$ cat src/rtl/arp_pkg.sv
// arp_pkg -- shared definitions for the ARP responder.
//   * byte offsets of the request/reply fields within the 42-byte frame
//   * expected request header constants and the fixed reply header
//   * reply-queue entry type {sha, spa, idx} and the TX state encoding
package arp_pkg;

  localparam logic [5:0] ARP_LEN     = 6'd42;  // request parse length and reply length
  localparam logic [5:0] OFF_DST     = 6'd0;   // destination MAC, bytes 0..5
  localparam logic [5:0] OFF_SRC     = 6'd6;   // source MAC, bytes 6..11
  localparam logic [5:0] OFF_HDR     = 6'd12;  // ethertype..OP, bytes 12..21
  localparam logic [5:0] OFF_HDR_END = 6'd21;
  localparam logic [5:0] OFF_SHA     = 6'd22;  // sender MAC, bytes 22..27
  localparam logic [5:0] OFF_SPA     = 6'd28;  // sender IPv4, bytes 28..31
  localparam logic [5:0] OFF_THA     = 6'd32;  // target MAC, bytes 32..37
  localparam logic [5:0] OFF_TPA     = 6'd38;  // target IPv4, bytes 38..41
  localparam logic [5:0] OFF_LAST    = 6'd41;

  localparam int REPLY_BITS = 336;             // 42 bytes

  localparam logic [47:0] BCAST_MAC = 48'hFFFF_FFFF_FFFF;
  // ethertype, HRD, PRO, HLN, PLN, OP
  localparam logic [79:0] REQ_HDR   = 80'h0806_0001_0800_06_04_0001;
  localparam logic [79:0] RSP_HDR   = 80'h0806_0001_0800_06_04_0002;

  localparam int IDX_W    = 3;
  localparam int MAX_IPV4 = 8;

  typedef struct packed {
    logic [47:0]      sha;
    logic [31:0]      spa;
    logic [IDX_W-1:0] idx;
  } arp_entry_t;

  typedef enum logic [1:0] {
    TX_IDLE    = 2'd0,
    TX_PENDING = 2'd1,
    TX_SEND    = 2'd2
  } tx_state_e;

  // Expected request header byte for frame offsets OFF_HDR..OFF_HDR_END.
  function automatic logic [7:0] req_hdr_byte(input logic [5:0] off);
    logic [3:0] rel;
    rel = 4'(OFF_HDR_END - off);
    return REQ_HDR[{rel, 3'b000} +: 8];
  endfunction

endpackage

$ cat src/rtl/arp_reply_fifo.sv
// arp_reply_fifo -- first-word-fall-through queue of pending ARP replies.
//   clk_i    clock            arst_i  asynchronous active-high reset (empties queue)
//   push_i   write request    wdata_i entry to write
//   pop_i    read request     rdata_o head entry (valid whenever !empty_o)
//   empty_o / full_o status
// A push while full is accepted when a pop happens on the same edge.
module arp_reply_fifo
  import arp_pkg::*;
#(
  parameter int DEPTH = 4
) (
  input  logic       clk_i,
  input  logic       arst_i,
  input  logic       push_i,
  input  arp_entry_t wdata_i,
  input  logic       pop_i,
  output arp_entry_t rdata_o,
  output logic       empty_o,
  output logic       full_o
);

  localparam int AW = $clog2(DEPTH);

  // Extra MSB on each pointer separates full (MSBs differ) from empty.
  logic [AW:0] wr_ptr_q, rd_ptr_q;
  arp_entry_t  mem [DEPTH];
  logic        wr_en, rd_en;

  assign empty_o = (wr_ptr_q == rd_ptr_q);
  assign full_o  = (wr_ptr_q[AW] != rd_ptr_q[AW]) &&
                   (wr_ptr_q[AW-1:0] == rd_ptr_q[AW-1:0]);
  assign wr_en   = push_i && (!full_o || pop_i);
  assign rd_en   = pop_i && !empty_o;
  assign rdata_o = mem[rd_ptr_q[AW-1:0]];

  always_ff @(posedge clk_i or posedge arst_i) begin
    if (arst_i) begin
      wr_ptr_q <= '0;
      rd_ptr_q <= '0;
    end else begin
      if (wr_en) wr_ptr_q <= wr_ptr_q + 1'b1;
      if (rd_en) rd_ptr_q <= rd_ptr_q + 1'b1;
    end
  end

  always_ff @(posedge clk_i) begin
    if (wr_en) mem[wr_ptr_q[AW-1:0]] <= wdata_i;
  end

endmodule

$ cat src/rtl/arp_response_multi.sv
// arp_response_multi -- answers ARP requests for up to 8 local IPv4 addresses.
//   CLK, ARESET          clock, asynchronous active-high reset
//   MY_MAC, MY_IPV4      local MAC and addresses (entry k at [32k+31:32k])
//   IPV4_EN              per-address enable
//   DATA_VALID_RX/DATA_RX  receive byte stream
//   DATA_ACK_TX          one-cycle start pulse from the MAC
//   DATA_VALID_TX/DATA_TX  reply pending/in-flight and reply byte
// Optional macro ARP_STATS_EN adds saturating REQ_COUNT / DROP_COUNT outputs.
module arp_response_multi
  import arp_pkg::*;
#(
  parameter int NUM_IPV4    = 4,
  parameter int QUEUE_DEPTH = 4
) (
  input  logic                  CLK,
  input  logic                  ARESET,
  input  logic [47:0]           MY_MAC,
  input  logic [32*NUM_IPV4-1:0] MY_IPV4,
  input  logic [NUM_IPV4-1:0]   IPV4_EN,
  input  logic                  DATA_VALID_RX,
  input  logic [7:0]            DATA_RX,
  input  logic                  DATA_ACK_TX,
  output logic                  DATA_VALID_TX,
  output logic [7:0]            DATA_TX
`ifdef ARP_STATS_EN
  ,
  output logic [15:0]           REQ_COUNT,
  output logic [15:0]           DROP_COUNT
`endif
);

  // ---------------- RX parse ----------------
  logic [5:0]  rx_cnt_q;       // saturates at ARP_LEN so padding is ignored
  logic [47:0] dst_q, sha_q;
  logic [31:0] spa_q;
  logic [23:0] tpa_q;          // first three TPA bytes; the fourth is live DATA_RX
  logic        hdr_ok_q;

  always_ff @(posedge CLK or posedge ARESET) begin
    if (ARESET) begin
      rx_cnt_q <= '0;
      dst_q    <= '0;
      sha_q    <= '0;
      spa_q    <= '0;
      tpa_q    <= '0;
      hdr_ok_q <= 1'b0;
    end else if (!DATA_VALID_RX) begin
      rx_cnt_q <= '0;
    end else begin
      if (rx_cnt_q != ARP_LEN) rx_cnt_q <= rx_cnt_q + 6'd1;
      if (rx_cnt_q < OFF_SRC) dst_q <= {dst_q[39:0], DATA_RX};
      if (rx_cnt_q == OFF_DST)
        hdr_ok_q <= 1'b1;
      else if (rx_cnt_q >= OFF_HDR && rx_cnt_q <= OFF_HDR_END)
        hdr_ok_q <= hdr_ok_q && (DATA_RX == req_hdr_byte(rx_cnt_q));
      if (rx_cnt_q >= OFF_SHA && rx_cnt_q < OFF_SPA) sha_q <= {sha_q[39:0], DATA_RX};
      if (rx_cnt_q >= OFF_SPA && rx_cnt_q < OFF_THA) spa_q <= {spa_q[23:0], DATA_RX};
      if (rx_cnt_q >= OFF_TPA && rx_cnt_q < OFF_LAST) tpa_q <= {tpa_q[15:0], DATA_RX};
    end
  end

  // Address table padded to MAX_IPV4 so a 3-bit index always lands in range.
  logic [31:0]         ip_tab [MAX_IPV4];
  logic [MAX_IPV4-1:0] ip_hit;
  logic [31:0]         tpa_full;
  logic [IDX_W-1:0]    match_idx_d;

  assign tpa_full = {tpa_q, DATA_RX};

  generate
    for (genvar gi = 0; gi < MAX_IPV4; gi++) begin : g_ip
      if (gi < NUM_IPV4) begin : g_used
        assign ip_tab[gi] = MY_IPV4[32*gi +: 32];
        assign ip_hit[gi] = IPV4_EN[gi] && (MY_IPV4[32*gi +: 32] == tpa_full);
      end else begin : g_unused
        assign ip_tab[gi] = '0;
        assign ip_hit[gi] = 1'b0;
      end
    end
  endgenerate

  // Lowest matching index wins: scan downward so the last hit written is the lowest.
  always_comb begin
    match_idx_d = '0;
    for (int k = MAX_IPV4 - 1; k >= 0; k--) begin
      if (ip_hit[k]) match_idx_d = IDX_W'(k);
    end
  end

  logic dst_ok, req_accept;
  assign dst_ok     = (dst_q == BCAST_MAC) || (dst_q == MY_MAC);
  assign req_accept = DATA_VALID_RX && (rx_cnt_q == OFF_LAST) &&
                      dst_ok && hdr_ok_q && (|ip_hit);

  // ---------------- reply queue ----------------
  arp_entry_t wr_entry, head;
  logic       fifo_empty, fifo_full, fifo_pop;

  assign wr_entry = '{sha: sha_q, spa: spa_q, idx: match_idx_d};

  arp_reply_fifo #(.DEPTH(QUEUE_DEPTH)) u_fifo (
    .clk_i   (CLK),
    .arst_i  (ARESET),
    .push_i  (req_accept),
    .wdata_i (wr_entry),
    .pop_i   (fifo_pop),
    .rdata_o (head),
    .empty_o (fifo_empty),
    .full_o  (fifo_full)
  );

  // ---------------- TX ----------------
  tx_state_e                tx_state_q;
  logic [5:0]               tx_cnt_q;     // index of the byte currently on DATA_TX
  logic                     tx_valid_q;
  logic [7:0]               tx_data_q;
  logic [5:0]               byte_sel_d;
  logic [REPLY_BITS-1:0]    reply_vec;
  logic [8:0]               bit_lo;
  logic [7:0]               tx_byte_d;

  assign fifo_pop  = (tx_state_q == TX_SEND) && (tx_cnt_q == OFF_LAST);
  assign reply_vec = {head.sha, MY_MAC, RSP_HDR, MY_MAC, ip_tab[head.idx],
                      head.sha, head.spa};

  // Byte to load on the next edge: the following byte while sending, else byte 0.
  always_comb begin
    byte_sel_d = 6'd0;
    if (tx_state_q == TX_SEND && tx_cnt_q != OFF_LAST) byte_sel_d = tx_cnt_q + 6'd1;
  end

  assign bit_lo    = {6'(OFF_LAST - byte_sel_d), 3'b000};
  assign tx_byte_d = reply_vec[bit_lo +: 8];

  always_ff @(posedge CLK or posedge ARESET) begin
    if (ARESET) begin
      tx_state_q <= TX_IDLE;
      tx_cnt_q   <= '0;
      tx_valid_q <= 1'b0;
      tx_data_q  <= 8'h00;
    end else begin
      case (tx_state_q)
        TX_IDLE: begin
          if (!fifo_empty) begin
            tx_state_q <= TX_PENDING;
            tx_valid_q <= 1'b1;
            tx_data_q  <= tx_byte_d;
          end
        end
        TX_PENDING: begin
          tx_data_q <= tx_byte_d;
          if (DATA_ACK_TX) begin
            tx_state_q <= TX_SEND;
            tx_cnt_q   <= '0;
          end
        end
        TX_SEND: begin
          if (tx_cnt_q == OFF_LAST) begin
            tx_state_q <= TX_IDLE;
            tx_valid_q <= 1'b0;
            tx_data_q  <= 8'h00;
          end else begin
            tx_cnt_q  <= tx_cnt_q + 6'd1;
            tx_data_q <= tx_byte_d;
          end
        end
        default: tx_state_q <= TX_IDLE;
      endcase
    end
  end

  assign DATA_VALID_TX = tx_valid_q;
  assign DATA_TX       = tx_data_q;

`ifdef ARP_STATS_EN
  logic [15:0] req_cnt_q, drop_cnt_q;
  logic        drop_now;

  // A full queue still accepts when the head is popped on the same edge.
  assign drop_now = req_accept && fifo_full && !fifo_pop;

  always_ff @(posedge CLK or posedge ARESET) begin
    if (ARESET) begin
      req_cnt_q  <= '0;
      drop_cnt_q <= '0;
    end else begin
      if (req_accept && req_cnt_q != 16'hFFFF) req_cnt_q  <= req_cnt_q + 16'd1;
      if (drop_now && drop_cnt_q != 16'hFFFF)  drop_cnt_q <= drop_cnt_q + 16'd1;
    end
  end

  assign REQ_COUNT  = req_cnt_q;
  assign DROP_COUNT = drop_cnt_q;
`endif

endmodule

$ cat config.mk
export PLATFORM = sky130hd
export DESIGN_NAME = arp_response_multi
export DESIGN_NICKNAME = d
export VERILOG_FILES = /design/src/rtl/arp_pkg.sv /design/src/rtl/arp_reply_fifo.sv /design/src/rtl/arp_response_multi.sv
export SDC_FILE = /design/constraint.sdc
export NUM_CORES = 1
export LEC_CHECK = 0
export ABC_CLOCK_PERIOD_IN_PS = 24400
export CAP_MARGIN = 20
export CORE_ASPECT_RATIO = 0.8
export CORE_MARGIN = 3
export CORE_UTILIZATION = 25
export DETAILED_ROUTE_END_ITERATION = 7
export GPL_ROUTABILITY_DRIVEN = 1
export PLACE_DENSITY = 0.46
export SYNTH_ARGS = -nofsm -noshare
export SYNTH_HDL_FRONTEND = slang
export SYNTH_SLANG_ARGS = --single-unit
$ cat constraint.sdc
create_clock -name CLK -period 24.4 [get_ports CLK]
set_clock_uncertainty 0.15 [all_clocks]
set_input_delay 4.88 -clock CLK [delete_from_list [all_inputs] [get_ports CLK]]
set_output_delay 4.88 -clock CLK [all_outputs]
set_load 0.1 [all_outputs]
==> flow_summary.json, run 1 <==
{
  "worst_setup_hold_path_clk_slew_ns": 0.07,
  "yosys.area_share.simple_pct": 6.24,
  "hold_crit_path_type": "register to register",
  "synth_mux_area_share_pct": 17.8,
  "placement_rows": 101,
  "boundaryPins": 201,
  "core_sq_um": 95700,
  "synth-compound-area-share_pct": 6.16,
  "synthDistinctLibCells": 76,
  "synth_xor_xnor_area_share_pct": 7.11,
  "end_kind": "register",
  "initial_utilization_pct": 25.4,
  "routabilityCongestion": 0.901,
  "cp_max_fo": 55,
  "firstDrtPassIters": 5,
  "cp.buffers_inverters": 2,
  "slowest_stage": "buf_4",
  "synth_fa_ha_area_share_pct": 0.876,
  "routed_wire_length_per_instance_microns": 26.1,
  "cts.sink_count": 510,
  "start_kind": "primary input",
  "final_min_period_over_clock_period_pct": 37.3,
  "grt_util_all_layers_pct": 16.0,
  "syn_nets": 1865,
  "setup-violations-final": 0,
  "layout.cells.most_common": "edfxtp_1",
  "finalCriticalPeriod_ns": 9.09,
  "postCtsSetupRepairBufs": 0,
  "avgSynthCellArea_sq_um": 14.7,
  "worstSetupPathType": "primary input to register",
  "floorplan.die.width_microns": 354,
  "tritoncts": "done",
  "largest_family_of_logic_cells_by_synthesized_area": "multiplexers",
  "floorplan.die_area_sq_um": 101000,
  "antenna_violating_nets_post_route": 0,
  "cellLeakagePower_nw": 10.7,
  "status": "finished clean",
  "maximum_capacitance_violations": 0,
  "worst_hold_slack_ns": 0.337,
  "cts-htree-levels": 2,
  "synth.yosys.warnings": 0,
  "clock_insertion_delay_worst_skew_ns": 0.61,
  "detail_route.vias_per_cell": 4.90,
  "cp_slowest_stage_delay_ns": 0.81,
  "post_cts_hold_buffer_count": 0,
  "final_nets": 2036,
  "grt_antenna_before_repair": 3,
  "post_cts.resized_instances": 0,
  "fin_setup_tns_ns": 0,
  "timing_hold_violations_final": 0,
  "maximum_frequency_from_static_timing_analysis_ghz": 0.110,
  "grt-ovfl-total": 0,
  "worst-endpoint-arrival_ns": 9.15,
  "drive_above_1_share_pct": 20.7,
  "cp.required_ns": 24.46,
  "layout_common_cells": "edfxtp_1 (328), clkdlybuf4s50_1 (200), dfrtp_1 (180), mux2_2 (162), xor2_1 (125)",
  "synth-main-ff-cell": "edfxtp_1",
  "clock_tree.root_cell": "clkbuf_16",
  "drt_wl_total_microns": 82400,
  "area_growth_syn_to_layout_pct": 21.1,
  "place_hpwl_microns": 57500,
  "worst_slew_margin_rel_pct": 27.7,
  "port-buffer-count": 200,
  "synth.yosys.seq_area_share_pct": 59.3,
  "rsz0062_at_grt": "no",
  "residual_drc_count": 0,
  "power.density_nw_per_um2": 77.8,
  "synthCells": 1656,
  "timing.critical_path.max_delay_family": "simple AND/OR/NAND/NOR gates",
  "grt_pass1_wl_microns": 119000,
  "clockBufferDepth": 3,
  "post_synthesis_instance_area_sq_um": 24300,
  "report.final.slew_viol_count": 0,
  "die_h_microns": 285,
  "routed-via-count": 15500,
  "number_of_flops_mapped_to_enable_cells_by_yosys": 328,
  "antenna-diode-count": 0,
  "crit_path_cell_trace": "clkdlybuf4s50_1 -> xor2_1 -> nor4_1 -> nand4_1 -> or3_1 -> o41a_1 -> a21oi_1 -> and2_4 -> buf_4",
  "cts_inserted_buffers": 51,
  "initialDrtViolationCount": 1352,
  "vdd.ir_drop.worst_v": 0.0000507,
  "synth_seq_cells": 510,
  "largest_net_degree_at_the_start_of_global_routing": 82,
  "number_of_global_route_vias_before_repair": 16100,
  "timing_worst_slew_pin_value_ns": 1.07,
  "async_reset_ff_share_pct": 35.7
}
==> final cells by class <==
cell class	instances	area, sq um
Fill cell	9510	66300
Sequential cell	510	14400
Clock buffer	71	1440
Multi-Input combinational cell	1012	9330
Tap cell	1287	1610
Timing Repair Buffer	236	2270
Clock inverter	25	268
Inverter	16	67.6
==> synth_stat cells, types with 14 or more instances <==
cell type / n / area, sq um
mux2i_1: 48 / 480
inv_1: 14 / 52.6
ha_1: 17 / 213
nand4_1: 32 / 200
xor2_1: 125 / 1090
dfrtp_1: 182 / 4550
o21ai_0: 37 / 185
nand2_1: 68 / 255
and2_1: 17 / 106
nand3_1: 22 / 110
clkbuf_1: 72 / 270
a211oi_1: 19 / 143
edfxtp_1: 328 / 9850
nor3_1: 21 / 105
mux4_2: 90 / 2030
mux2_2: 162 / 1820
nor2_1: 37 / 139
xnor2_1: 72 / 631
a21oi_1: 22 / 110
o22ai_1: 29 / 181
buf_2: 18 / 90.1
nor4_1: 40 / 250
==> where the power goes <==
group	internal (mW)	leakage (nW)	switching [mW]
logic	0.167	4.43	0.328
registers	0.942	5.42	0.0455
clock network	0.459	0.840	0.348
total	1.57	10.7	0.722
==> final timing paths <==
| path | startpoint | to | slack (ns) | depth (start not counted) |
|---|---|---|---|---|
| worst min register to register | spa_q[26]$_DFFE_PP0P_ | u_fifo.mem[1][29]$_DFFE_PP_ | 0.34 | 0 |
| max in group asynchronous | ARESET | dst_q[14]$_DFFE_PP0P_ | 18.15 | 3 |
| worst min-delay path | spa_q[26]$_DFFE_PP0P_ | u_fifo.mem[1][29]$_DFFE_PP_ | 0.34 | 0 |
| worst max-delay path | DATA_RX[1] | u_fifo.mem[2][21]$_DFFE_PP_ | 15.31 | 9 |
| worst max register to register | u_fifo.rd_ptr_q[1]$_DFFE_PP0P_ | u_fifo.mem[2][21]$_DFFE_PP_ | 19.49 | 8 |
| min in group asynchronous | ARESET | rx_cnt_q[0]$_DFFE_PP0P_ | 4.63 | 2 |
==> through the flow <==
stage | area, sq um | utilization [%] | setup slack [ns] | power [mW] | cells
3_5_place_dp | 27700 | 28.9 | 14.71 | 1.49 | 3061
4_1_cts | 29400 | 30.7 | 15.34 | 2.31 | 3157
6_report | 29400 | 30.7 | 15.31 | 2.29 | 3157
3_3_place_gp | 27700 | 28.9 | 14.79 | 1.50 | 3061
5_1_grt | 29400 | 30.7 | 15.09 | 2.37 | 3157
2_1_floorplan | 24300 | - | 11.11 | 1.26 | 1656
==> sequential cells by signal, indices dropped and copies added (netlist names) <==
signal	cells
hdr_ok_q	1
DATA_VALID_TX	1
rx_cnt_q	6
dst_q	48
DATA_TX	8
sha_q	48
u_fifo.mem	328
spa_q	32
tx_cnt_q	6
u_fifo.wr_ptr_q	3
tx_state_q	2
u_fifo.rd_ptr_q	3
tpa_q	24
==> logic make-up after synthesis <==
family	after synthesis
xor gates and xnor gates	197
and+or+nand+nor	286
buffers and inverters	134
DFF	510
muxes	300
adders and majority gates	17
AOI/OAI and AO/OA	212
==> routing by layer <==
metal	GRT usage, %	routed length (microns)	vias up
li1	-	-	6745
met1	23.0	38500	8028
met2	24.3	36000	587
met3	3.22	5440	110
met4	4.78	2420	0
met5	0	0	-
No activity file was read; power rests on OpenSTA's default activity.
==> run 2, diff against run 1 <==
--- a/config.mk
+++ b/config.mk
@@ -5,7 +5,7 @@
 export SDC_FILE = /design/constraint.sdc
 export NUM_CORES = 1
 export LEC_CHECK = 0
-export ABC_CLOCK_PERIOD_IN_PS = 24400
+export ABC_CLOCK_PERIOD_IN_PS = 9200
 export CAP_MARGIN = 20
 export CORE_ASPECT_RATIO = 0.8
 export CORE_MARGIN = 3
==> constraint.sdc (replaced) <==
create_clock -name CLK -period 9.2 [get_ports CLK]
set_clock_uncertainty 0.15 [all_clocks]
set_input_delay 1.84 -clock CLK [delete_from_list [all_inputs] [get_ports CLK]]
set_output_delay 1.84 -clock CLK [all_outputs]
set_load 0.1 [all_outputs]
==> flow_summary.json, run 2 (same netlist as run 1, synthesis figures left out) <==
{
  "status": "finished clean",
  "number_of_global_route_vias_before_repair": 16100,
  "grt-ovfl-total": 0,
  "final.setup.worst_slack_ns": 3.11,
  "finished_core_util_pct": 30.9,
  "routabilityCongestion": 0.936,
  "min_from": "u_fifo.wr_ptr_q[2]$_DFFE_PP0P_",
  "timing_worst_slew_pin_value_ns": 1.09,
  "initial_utilization_pct": 25.4,
  "post_cts_hold_buffer_count": 0,
  "detail_route.vias_per_cell": 4.93,
  "worstSetupPathType": "primary input to register",
  "routed_wire_length_per_instance_microns": 27.2,
  "setup-violations-final": 0,
  "final_min_period_over_clock_period_pct": 66.2,
  "start_kind": "primary input",
  "grt_util_all_layers_pct": 16.7,
  "rr_startpoint": "u_fifo.rd_ptr_q[1]$_DFFE_PP0P_",
  "slowest_stage": "and2_4",
  "place_hpwl_microns": 61100,
  "drive_above_1_share_pct": 21.4,
  "clock_insertion_delay_worst_skew_ns": 0.65,
  "cts.sink_count": 510,
  "worst-endpoint-arrival_ns": 6.21,
  "startpoint": "DATA_RX[1]",
  "share_seq_of_total_power_pct": 41.7,
  "report.final.slew_viol_count": 0,
  "area_growth_syn_to_layout_pct": 21.9,
  "rsz0062_at_grt": "no",
  "boundaryPins": 201,
  "cp_max_fo": 58,
  "switching_power_mw": 1.98,
  "pwr-share-comb_pct": 21.4,
  "antenna_violating_nets_post_route": 0,
  "hold_crit_path_type": "register to register",
  "largest_net_degree_at_the_start_of_global_routing": 105,
  "port-buffer-count": 200,
  "worst_slew_margin_rel_pct": 26.9,
  "fillers": 9498,
  "placement_rows": 101,
  "layout.cells.most_common": "edfxtp_1",
  "fin_setup_tns_ns": 0,
  "cts_inserted_buffers": 53,
  "floorplan.die_area_sq_um": 101000,
  "cellLeakagePower_nw": 10.8,
  "worst_setup_hold_path_clk_slew_ns": 0.06,
  "routed-via-count": 15600,
  "grt_pass1_wl_microns": 123000,
  "seqCellArea_sq_um": 14400,
  "end_kind": "register",
  "timing_hold_violations_final": 0,
  "firstDrtPassIters": 6,
  "largest_register_ffs": 328,
  "initialDrtViolationCount": 1474,
  "clockBufferDepth": 3,
  "core_sq_um": 95700,
  "cp.required_ns": 9.33,
  "tritoncts": "done",
  "multi_input_area_sq_um": 9320,
  "cp_slowest_stage_delay_ns": 0.88,
  "place_ws_ns": 2.38,
  "clock_tree.root_cell": "clkbuf_16",
  "antenna-diode-count": 0,
  "clock_power_share_pct": 36.9,
  "drt_wl_total_microns": 86100,
  "post_cts.resized_instances": 0,
  "floorplan.die.width_microns": 354,
  "layout_common_cells": "edfxtp_1 (328), clkdlybuf4s50_1 (199), dfrtp_1 (180), mux2_2 (162), xor2_1 (125)",
  "crit_path_cell_trace": "clkdlybuf4s50_1 -> xnor2_1 -> nand4_1 -> nor4_1 -> o2111ai_1 -> o41a_1 -> a21oi_1 -> and2_4 -> buf_4",
  "die_h_microns": 285,
  "cts-htree-levels": 2,
  "residual_drc_count": 0,
  "place_area_sq_um": 27700,
  "design_area_sq_um": 29600,
  "swShare_pct": 31.6,
  "vdd.ir_drop.worst_v": 0.000147,
  "grt_antenna_before_repair": 6,
  "cellInternalPower_mw": 4.29,
  "finalCriticalPeriod_ns": 6.09,
  "postCtsSetupRepairBufs": 0,
  "maximum_frequency_from_static_timing_analysis_ghz": 0.164,
  "maximum_capacitance_violations": 0,
  "power.density_nw_per_um2": 212,
  "final_nets": 2040
}
[run 2: cell types whose count changed in the layout (fill, tap and decap cells not counted), sizes merged]
cell	delta
buf	+2
bufinv	+3
clkbuf	+1
clkdlybuf4s50	-1
clkinv	-4
clkinvlp	+2
inv	+3
[run 2: worst paths after layout]
kind                            depth (start not counted)  slack (ns)                        endpoint
worst max-delay path                                    9        3.11     u_fifo.mem[2][17]$_DFFE_PP_
worst min-delay path                                    1        0.34  u_fifo.wr_ptr_q[2]$_DFFE_PP0P_
worst max register to register                          8        4.16     u_fifo.mem[2][17]$_DFFE_PP_
worst min register to register                          1        0.34  u_fifo.wr_ptr_q[2]$_DFFE_PP0P_
max in group asynchronous                               3        6.14  u_fifo.rd_ptr_q[0]$_DFFE_PP0P_
min in group asynchronous                               2        1.51           tpa_q[23]$_DFFE_PP0P_
[run 2: critical path, delay by kind of cell]
family	cells	cell delay [ns]
xor+xnor	1	0.35
compound gates	3	1.24
simple gates	3	1.39
buf+inv	2	1.31
[run 2: power groups by stage]
stage                     sequential, mW  combinational [mW]  clock [mW]
after floorplan                     2.68               0.656           0
after global placement              2.66                1.34           0
after detailed placement            2.66                1.33           0
after CTS                           2.62                1.34        2.38
after global routing                2.63                1.42        2.47
final                               2.62                1.34        2.31
[run 2: stage by stage]
stage	cells	total power, mW	hold WS (ns)
floorplan	1656	3.33	0.310
global placement	3062	4.00	0.330
detailed placement	3062	4.00	0.329
CTS	3162	6.33	0.342
global route	3163	6.51	0.368
finish	3163	6.28	0.339
[run 2: final cells by class]
| cell class | instances | share of cell area [%] |
|---|---|---|
| sequential | 510 | 48.7 |
| multi-input combinational | 1012 | 31.5 |
| timing repair buffer | 238 | 7.80 |
| tap | 1287 | 5.44 |
| clock buffer | 71 | 5.01 |
| clock inverter | 29 | 1.37 |
| inverter | 16 | 0.228 |
[run 2: metal layers]
layer	global-route usage, %	wire length, microns
met3	2.95	5620
met5	0	0
met4	3.46	1620
met2	25.6	38300
met1	24.7	40600
==> run 3, diff against run 2 <==
--- a/config.mk
+++ b/config.mk
@@ -5,14 +5,14 @@
 export SDC_FILE = /design/constraint.sdc
 export NUM_CORES = 1
 export LEC_CHECK = 0
-export ABC_CLOCK_PERIOD_IN_PS = 9200
+export ABC_CLOCK_PERIOD_IN_PS = 5350
 export CAP_MARGIN = 20
 export CORE_ASPECT_RATIO = 0.8
 export CORE_MARGIN = 3
 export CORE_UTILIZATION = 25
 export DETAILED_ROUTE_END_ITERATION = 7
 export GPL_ROUTABILITY_DRIVEN = 1
-export PLACE_DENSITY = 0.46
+export PLACE_DENSITY = 0.47
 export SYNTH_ARGS = -nofsm -noshare
 export SYNTH_HDL_FRONTEND = slang
 export SYNTH_SLANG_ARGS = --single-unit
==> constraint.sdc (replaced) <==
create_clock -name CLK -period 5.35 [get_ports CLK]
set_clock_uncertainty 0.15 [all_clocks]
set_input_delay 1.07 -clock CLK [delete_from_list [all_inputs] [get_ports CLK]]
set_output_delay 1.07 -clock CLK [all_outputs]
set_load 0.1 [all_outputs]
==> flow_summary.json, run 3 (same netlist as run 1, synthesis figures left out) <==
{
  "timing_worst_slew_pin_value_ns": 1.12,
  "grt_pass1_wl_microns": 119000,
  "post_cts_hold_buffer_count": 0,
  "routed-via-count": 15700,
  "met1Wirelength_microns": 38700,
  "cts_inserted_buffers": 53,
  "detail_route.vias_per_cell": 4.92,
  "post_cts.resized_instances": 0,
  "residual_drc_count": 0,
  "vdd.ir_drop.worst_v": 0.000235,
  "final_min_period_over_clock_period_pct": 90.9,
  "dr.max_layer_used": "met4",
  "grt-ovfl-total": 0,
  "largest_net_degree_at_the_start_of_global_routing": 84,
  "tritoncts": "done",
  "cellLeakagePower_nw": 10.9,
  "cp.required_ns": 5.49,
  "routabilityCongestion": 0.876,
  "worst-endpoint-arrival_ns": 5.00,
  "antenna_violating_nets_post_route": 0,
  "finalCriticalPeriod_ns": 4.87,
  "drive_above_1_share_pct": 21.8,
  "worst_slew_margin_rel_pct": 25.0,
  "min_from": "u_fifo.wr_ptr_q[2]$_DFFE_PP0P_",
  "rsz0062_at_grt": "no",
  "grt_util_all_layers_pct": 16.0,
  "pwr-share-comb_pct": 21.7,
  "report.final.slew_viol_count": 0,
  "port-buffer-count": 200,
  "design_area_sq_um": 29800,
  "switching_power_mw": 3.32,
  "layout.cells.most_common": "edfxtp_1",
  "worstSetupPathType": "primary input to register",
  "floorplan.die.width_microns": 354,
  "end_kind": "register",
  "total_power_mw": 10.7,
  "swShare_pct": 31.2,
  "maximum_frequency_from_static_timing_analysis_ghz": 0.206,
  "largest_register_ffs": 328,
  "initial_utilization_pct": 25.4,
  "worst_hold_slack_ns": 0.340,
  "status": "finished clean",
  "clock_power_share_pct": 36.0,
  "r2r_setup_slack_ns": 0.70,
  "number_of_global_route_vias_before_repair": 16000,
  "clockBufferDepth": 3,
  "cellInternalPower_mw": 7.33,
  "postCtsSetupRepairBufs": 0,
  "final_nets": 2061,
  "boundaryPins": 201,
  "clock_insertion_delay_worst_skew_ns": 0.64,
  "fin_setup_tns_ns": 0,
  "layout_common_cells": "edfxtp_1 (328), clkdlybuf4s50_1 (200), dfrtp_1 (180), mux2_2 (162), xor2_1 (125)",
  "rr_startpoint": "tx_cnt_q[1]$_DFFE_PP0P_",
  "placement_rows": 101,
  "share_seq_of_total_power_pct": 42.3,
  "clock_tree.root_cell": "clkbuf_16",
  "cp_max_fo": 33,
  "cts.sink_count": 510,
  "hold_crit_path_type": "register to register",
  "initialDrtViolationCount": 1479,
  "timing_hold_violations_final": 0,
  "drt_wl_total_microns": 82400,
  "core_sq_um": 95700,
  "startpoint": "DATA_RX[1]",
  "floorplan.die_area_sq_um": 101000,
  "route.met2.wl_microns": 36500,
  "worst_setup_hold_path_clk_slew_ns": 0.06,
  "cts-htree-levels": 2,
  "place_hpwl_microns": 58800,
  "start_kind": "primary input",
  "die_h_microns": 285,
  "routed_wire_length_per_instance_microns": 25.9,
  "place_area_sq_um": 27900,
  "grt_antenna_before_repair": 6,
  "maximum_capacitance_violations": 0,
  "firstDrtPassIters": 5,
  "setup-violations-final": 0,
  "met3WireLength_microns": 5560,
  "power.density_nw_per_um2": 358,
  "area_growth_syn_to_layout_pct": 22.7
}
[run 3: path summary, 6_finish.rpt]
path / endpoint / depth (start not counted)
worst min register to register: u_fifo.wr_ptr_q[2]$_DFFE_PP0P_ / 1
worst max-delay path: u_fifo.mem[1][54]$_DFFE_PP_ / 10
worst max register to register: DATA_TX[0]$_DFFE_PP0P_ / 10
worst min-delay path: u_fifo.wr_ptr_q[2]$_DFFE_PP0P_ / 1
min in group asynchronous: sha_q[41]$_DFFE_PP0P_ / 2
max in group asynchronous: tpa_q[16]$_DFFE_PP0P_ / 4
[run 3: per-layer routing]
metal | GRT usage, % | up-vias
met2 | 23.9 | 552
met3 | 3.31 | 90
li1 | - | 6812
met4 | 3.85 | 0
met5 | 0 | -
met1 | 23.6 | 8214
[run 3: layout make-up]
| cell class | instances | area (sq um) |
|---|---|---|
| Multi-Input combinational cell | 1012 | 9320 |
| Timing Repair Buffer | 259 | 2590 |
| Tap cell | 1287 | 1610 |
| Fill cell | 9491 | 65900 |
| Clock buffer | 63 | 1410 |
| Inverter | 16 | 63.8 |
| Sequential cell | 510 | 14400 |
| Clock inverter | 35 | 388 |
| Antenna cell | 4 | 10.0 |
[run 3: power by group through the flow]
stage	Sequential [mW]	Clock, mW	Combinational, mW
after global routing	4.52	4.10	2.43
after global placement	4.58	0	2.27
final	4.50	3.84	2.31
after detailed placement	4.58	0	2.27
after CTS	4.50	3.93	2.28
after floorplan	4.60	0	1.13
[run 3: per-stage QoR]
step | utilization (%) | instances | setup WS, ns
6_report | 31.1 | 3186 | 0.484
5_1_grt | 31.1 | 3183 | 0.467
4_1_cts | 31.1 | 3180 | 0.548
3_5_place_dp | 29.2 | 3082 | -0.0974
3_3_place_gp | 29.2 | 3081 | -0.154
2_1_floorplan | - | 1656 | 0.0209
[run 3: critical path: stages]
cell and delay (ns):
clkdlybuf4s50_1 0.51, xnor2_1 0.66, nand4_1 0.31, nor4_1 0.45, o2111ai_1 0.22, o41a_1 0.54
a21oi_1 0.37, buf_4 0.21, and2_4 0.33, buf_12 0.28
